--- src/rtl/ecp_dec_pkg.sv ---
// ecp_dec_pkg: class indices and decode FSM states shared by the ECP8 decode stage.
package ecp_dec_pkg;
  localparam int CLS_IMM    = 0;
  localparam int CLS_ALU    = 1;
  localparam int CLS_COPY   = 2;
  localparam int CLS_BRANCH = 3;
  typedef enum logic {S_OP, S_ARG} state_t;
endpackage

--- src/rtl/dec_onehot.sv ---
// dec_onehot: extracts the class field from the top CLASS_W bits and expands it to one-hot.
module dec_onehot #(
  parameter int INSTR_W = 8,
  parameter int CLASS_W = 2
) (
  input  logic [INSTR_W-1:0]        instr,
  output logic [CLASS_W-1:0]        cls,
  output logic [(1<<CLASS_W)-1:0]   oh
);
  assign cls = CLASS_W'(instr >> (INSTR_W - CLASS_W));
  assign oh  = (1<<CLASS_W)'(1) << cls;
endmodule

--- src/rtl/dec_stage.sv ---
// dec_stage: registered instruction decode with optional operand-beat gathering for one class.
module dec_stage import ecp_dec_pkg::*; #(
  parameter int INSTR_W   = 8,
  parameter int CLASS_W   = 2,
  parameter int EXT_EN    = 1,
  parameter int EXT_CLASS = CLS_IMM
) (
  input  logic                      clk,
  input  logic                      rst,
  input  logic                      flush,
  input  logic                      in_valid,
  output logic                      in_ready,
  input  logic [INSTR_W-1:0]        in_instr,
  output logic                      out_valid,
  input  logic                      out_ready,
  output logic [INSTR_W-1:0]        out_instr,
  output logic [INSTR_W-1:0]        out_operand,
  output logic                      out_has_operand,
  output logic [(1<<CLASS_W)-1:0]   out_class_oh
);
  localparam int NUM_CLASS = 1 << CLASS_W;
  localparam logic [NUM_CLASS-1:0] EXT_OH = NUM_CLASS'(1) << EXT_CLASS;
  state_t state, state_nx;
  logic [CLASS_W-1:0] cls;
  logic [NUM_CLASS-1:0] oh;
  logic [INSTR_W-1:0] hold;
  logic accept, is_ext, arg, grab, load;
  dec_onehot #(.INSTR_W(INSTR_W), .CLASS_W(CLASS_W)) u_onehot (
    .instr (in_instr),
    .cls   (cls),
    .oh    (oh)
  );
  assign is_ext = (EXT_EN != 0) && (cls == CLASS_W'(EXT_CLASS));
  always_ff @(posedge clk or negedge rst)
    if (!rst) state <= S_OP;
    else      state <= state_nx;
  always_comb
    state_nx = flush ? S_OP : !accept ? state : (state == S_OP && is_ext) ? S_ARG : S_OP;
  always_comb begin
    in_ready = !flush && (!out_valid || out_ready);
    accept   = in_valid && in_ready;
    arg      = state == S_ARG;
    grab     = accept && !arg && is_ext;
    load     = accept && (arg || !is_ext);
  end
  // Operand beat completes an instruction whose opcode waits in hold.
  always_ff @(posedge clk or negedge rst)
    if (!rst) begin
      hold            <= '0;
      out_valid       <= 1'b0;
      out_instr       <= '0;
      out_operand     <= '0;
      out_has_operand <= 1'b0;
      out_class_oh    <= '0;
    end else begin
      if (flush)     hold <= '0;
      else if (grab) hold <= in_instr;
      if (flush)          out_valid <= 1'b0;
      else if (load)      out_valid <= 1'b1;
      else if (out_ready) out_valid <= 1'b0;
      if (load) begin
        out_instr       <= arg ? hold : in_instr;
        out_operand     <= arg ? in_instr : '0;
        out_has_operand <= arg;
        out_class_oh    <= arg ? EXT_OH : oh;
      end
    end
endmodule

--- config.mk ---
export PLATFORM = sky130hd
export DESIGN_NAME = dec_stage
export DESIGN_NICKNAME = d
export VERILOG_FILES = /design/src/rtl/ecp_dec_pkg.sv /design/src/rtl/dec_onehot.sv /design/src/rtl/dec_stage.sv
export SDC_FILE = /design/constraint.sdc
export NUM_CORES = 1
export LEC_CHECK = 0
export CORE_ASPECT_RATIO = 1.5
export CORE_UTILIZATION = 48
export CTS_CLUSTER_SIZE = 16
export DETAILED_ROUTE_END_ITERATION = 8
export PLACE_DENSITY = 0.8
export RECOVER_POWER = 25
export SYNTH_ARGS = -nofsm -noshare
export SYNTH_HDL_FRONTEND = slang
export SYNTH_HIERARCHICAL = 1
export SYNTH_SLANG_ARGS = --single-unit
--- constraint.sdc ---
create_clock -name clk -period 2.1 [get_ports clk]
set_input_delay 0.315 -clock clk [delete_from_list [all_inputs] [get_ports clk]]
set_output_delay 0.315 -clock clk [all_outputs]
set_load 0.02 [all_outputs]
== Word level (Yosys, flattened, before mapping) ==
Index checks and enable logic that the tools add are counted.
Widths: inputs -> output; s select.

* Bits in registers: 31
* Input port bits: 13
* Output and inout bits: 23

* Shift-type cells: 1
* Multiplexer cells: 11
* Bitwise operators: 1
* Reduce and logical (&&, ||, !) cells: 16

{| class="wikitable"
|+ Operator list
! cell !! number
|-
| $mux 8 || 4
|-
| $logic_and 1x1->1 || 6
|-
| $mux 1 || 6
|-
| $logic_not 1->1 || 4
|-
| $mux 4 || 1
|-
| $reduce_bool 2->1 || 2
|-
| $shl 1x2->4 const A || 1
|-
| $reduce_bool 3->1 || 1
|-
| $logic_not 2->1 || 1
|-
| $logic_or 1x1->1 || 2
|-
| $not 1->1 || 1
|}

== Longest topological paths before layout ==
* Depth in word-level cells: 8
* Mapped depth: 5

== Hierarchy ==
Netlist, hierarchy kept.

{| class="wikitable"
|+ By module, submodules not included
! module !! times used !! cells each !! area an instance (µm²)
|-
| dec_stage || 1 || 112 || 1433.9
|-
| dec_onehot || 1 || 6 || 41.3
|}

== Worst setup path after synthesis ==
No wires, ideal clock.

* Kind: flip-flop to flip-flop
* Start point: register out_valid
* End point: register out_has_operand
* Library setup time: 0.128 ns
* Arrival: 1.491 ns
* Data required time: 1.972 ns
* Setup slack: 0.481 ns
* Stages on the path, launching flop included: 5
* Buffers on the path: 1
* Clock period less this slack: 1.619 ns
* Cell sequence: dfrtp_1 nor2b_1 nor4b_4 buf_4 mux2_1

* Word-level cells in the longest chain between the ends: 5

{| class="wikitable"
|+ RTL lines
! element !! RTL line !! text
|-
| start, declared || dec_stage.sv:14 || <nowiki>output logic out_valid,</nowiki>
|-
| start signal, assigned || dec_stage.sv:50 || <nowiki>out_valid <= 1'b0;</nowiki>
|-
| start signal, assigned || dec_stage.sv:58 || <nowiki>if (flush) out_valid <= 1'b0;</nowiki>
|-
| start signal, assigned || dec_stage.sv:59 || <nowiki>else if (load) out_valid <= 1'b1;</nowiki>
|-
| $logic_not 1->1 || dec_stage.sv:40 || <nowiki>in_ready = !flush && (!out_valid || out_ready);</nowiki>
|-
| $logic_or 1x1->1 || dec_stage.sv:40 ||
|-
| $logic_and 1x1->1 || dec_stage.sv:40 ||
|-
| $logic_and 1x1->1 || dec_stage.sv:41 || <nowiki>accept = in_valid && in_ready;</nowiki>
|-
| $logic_and 1x1->1 || dec_stage.sv:44 || <nowiki>load = accept && (arg || !is_ext);</nowiki>
|-
| end signal, assigned || dec_stage.sv:64 || <nowiki>out_has_operand <= arg;</nowiki>
|-
| end, declared || dec_stage.sv:18 || <nowiki>output logic out_has_operand,</nowiki>
|}

No other way between the ends.
A chain may end at the register's enable or synchronous reset.

== Final worst setup path ==
* Start point: input port out_ready
* End point: output port in_ready

* Word-level cells in the longest chain between the ends: 2

{| class="wikitable"
|+ RTL lines
! element !! RTL line !! text
|-
| start, declared || dec_stage.sv:15 || <nowiki>input logic out_ready,</nowiki>
|-
| $logic_or 1x1->1 || dec_stage.sv:40 ||
|-
| $logic_and 1x1->1 || dec_stage.sv:40 ||
|-
| end, declared || dec_stage.sv:12 || <nowiki>output logic in_ready,</nowiki>
|}

No other way between the ends.

==> impl_metrics.tcl <==
set metrics [dict create \
    max_stage_delay_ps 540 \
    die_h_um 69.90 \
    ctsHoldBuffers 0 \
    vias 971 \
    path_buf_inv 2 \
    finalNonFillerCells 199 \
    htree_levels 2 \
    port-buffer-count 35 \
    dr.pass1.iters 4 \
    setup_tns_ps 0 \
    clkSlewWorstSetupHoldPaths_ps 60 \
    endpoint_kind "output port" \
    multiInputGateArea_um2 619.3 \
    p_leak_uw 0.0008848 \
    area_delta_synth_final_pct 35.88 \
    ys_types 19 \
    fmax_mhz 526.8 \
    fillCellCount 229 \
    worstPathCellList "clkdlybuf4s50_1 -> nor2b_1 -> nor2_1 -> clkdlybuf4s50_1" \
    worstSetupStartpointType "input pin" \
    rows 24 \
    rsz0062_at_grt "no" \
    worstSkewPairLatency_ps 280 \
    die_w_um 47.27 \
    critPathKind "in -> out" \
    ant_nets 0 \
    track_usage_pct 20.29 \
    post_drt_wl_per_cell_um 13.65 \
    synth_area_leaders "dfrtp_1, mux2_2, mux2_1" \
    fin_nets 172 \
    ir_worst_vdd_uv 788.3 \
    yosysWarnings 6 \
    grt_pass1_vias 1053 \
    power_per_cell_area_nw_per_um2 831.1 \
    hold_class "reg -> reg" \
    synth_common_cells "dfrtp_1, mux2_2, nor2b_1" \
    finalCritPeriodShare_pct 90.39 \
    cts_resized 0 \
    synth_most_common_cell "dfrtp_1" \
    synth-edff-count 0 \
    diodes 0 \
    final_layout_size_suffix_gt1_share_pct 23.13 \
    async_reset_ff_share_pct 100.0 \
    syn_avg_cell_area_um2 12.50 \
    synthFlopType "dfrtp_1" \
    cp.required_ps 1780 \
    cts.sinks 31 \
    avgViaCountPerCell 4.879 \
    ys_seq_area_share_pct 52.59 \
    die-area_um2 3304 \
    hold_violations 0 \
    synthCells 118 \
    cts_tree "built" \
    grt_pass1_wl_um 4747 \
    fin_util_pct 68.81 \
    ioPinCount 36 \
    grt_antenna_before_repair 0 \
    tightest_slew_ps 751.8 \
    maxCapViolations 0 \
    cp_top_family "buffers and inverters" \
    relSlewSlack_pct 49.88 \
    regArea_um2 775.7 \
    grt_max_degree 32 \
    cts_buffer_depth 2 \
    syn_area_um2 1475 \
    ys_ff_latch 31 \
    grt.overflow.total 0 \
    crit_top_cell "clkdlybuf4s50_1" \
    finClkSkew_ps 5.352 \
    start_util_pct 50.64 \
    drv_slew 0 \
    period_minus_slack_ps 1898 \
    critPathMaxFanout 2 \
    routed_wl_um 2716 \
    syn_nets 131 \
    arrival_ps 1580 \
    slowest_stage "clkdlybuf4s50_1" \
    synth_top_cell_by_area "dfrtp_1" \
    setup_viol 0 \
    r2r_slack_ps 540 \
    postCtsSetupBuffers 0 \
    core_area_um2 2913 \
    drcViolationCount 0 \
    status "finished clean" \
    hpwl_um 1931 \
    netlist.area_leader.share_pct 52.59 \
    drt-initial-drc-count 14 \
    dp_cells 191 \
    gp_congestion 0.7514 \
    cts_root_buffer "clkbuf_8" \
    cts_buffers 5 \
]
## sequential cells by signal (all words and copies together) (netlist names)
| register | cells |
|---|---|
| hold | 8 |
| out_instr | 8 |
| out_operand | 8 |
| out_class_oh | 4 |
| arg | 1 |
| out_has_operand | 1 |
| out_valid | 1 |
## where the power goes
group | internal [uW] | total [uW] | switching, uW
Combinational | 194 | 368 | 174
Sequential | 663 | 693 | 30.2
Clock | 383 | 605 | 222
## cells by family after synthesis
logic type / after synthesis / share of synthesized area, %
DFF: 31 / 52.59
muxes: 37 / 27.48
buffers and inverters: 17 / 5.429
and+or+nand+nor: 31 / 13.40
AOI/OAI and AO/OA: 2 / 1.103
## placed cells by master (no fill, tap or decap), types with 3 or more instances in the layout
master           count
clkdlybuf4s50_1     34
dfrtp_1             31
mux2_2              18
nor2b_1             13
mux2_1              10
inv_1               10
nand2_1              9
mux2i_1              9
clkbuf_8             6
buf_4                4
nor2_1               3
## area by class of cell
class / count / share of cell area [%]
Sequential cell: 31 / 38.70
Clock buffer: 6 / 4.120
Clock inverter: 2 / 1.748
Inverter: 10 / 1.873
Multi-Input combinational cell: 70 / 30.90
Timing Repair Buffer: 41 / 20.22
Tap cell: 39 / 2.434
## metrics by stage
stage	hold WS, ps	area (um^2)	power (uW)	setup WS [ps]
global route	508.7	2004	1740	137.4
finish	484.1	2004	1666	201.8
floorplan	19.41	1475	885.1	481.3
global placement	470.7	1889	1068	207.7
CTS	422.2	2007	1695	198.7
detailed placement	473.7	1889	1077	201.1
## path summary, 6_finish.rpt
check                                      from         endpoint  cells after the start
worst min register to register  out_class_oh[2]  out_class_oh[2]                      1
min in group asynchronous                   rst  out_class_oh[3]                      2
max in group asynchronous                   rst     out_instr[4]                      2
worst max register to register        out_valid     out_instr[3]                      4
worst min-delay path            out_class_oh[2]  out_class_oh[2]                      1
worst max-delay path                  out_ready         in_ready                      4
## per-layer routing
layer	vias up	track usage [%]	share of wire [%]
met1	470	23.74	41
met4	0	7.619	2.0
li1	474	-	-
met5	-	0	0
met3	6	6.202	3.9
met2	21	33.18	53
Note: power is estimated with default switching activity, not from simulation.
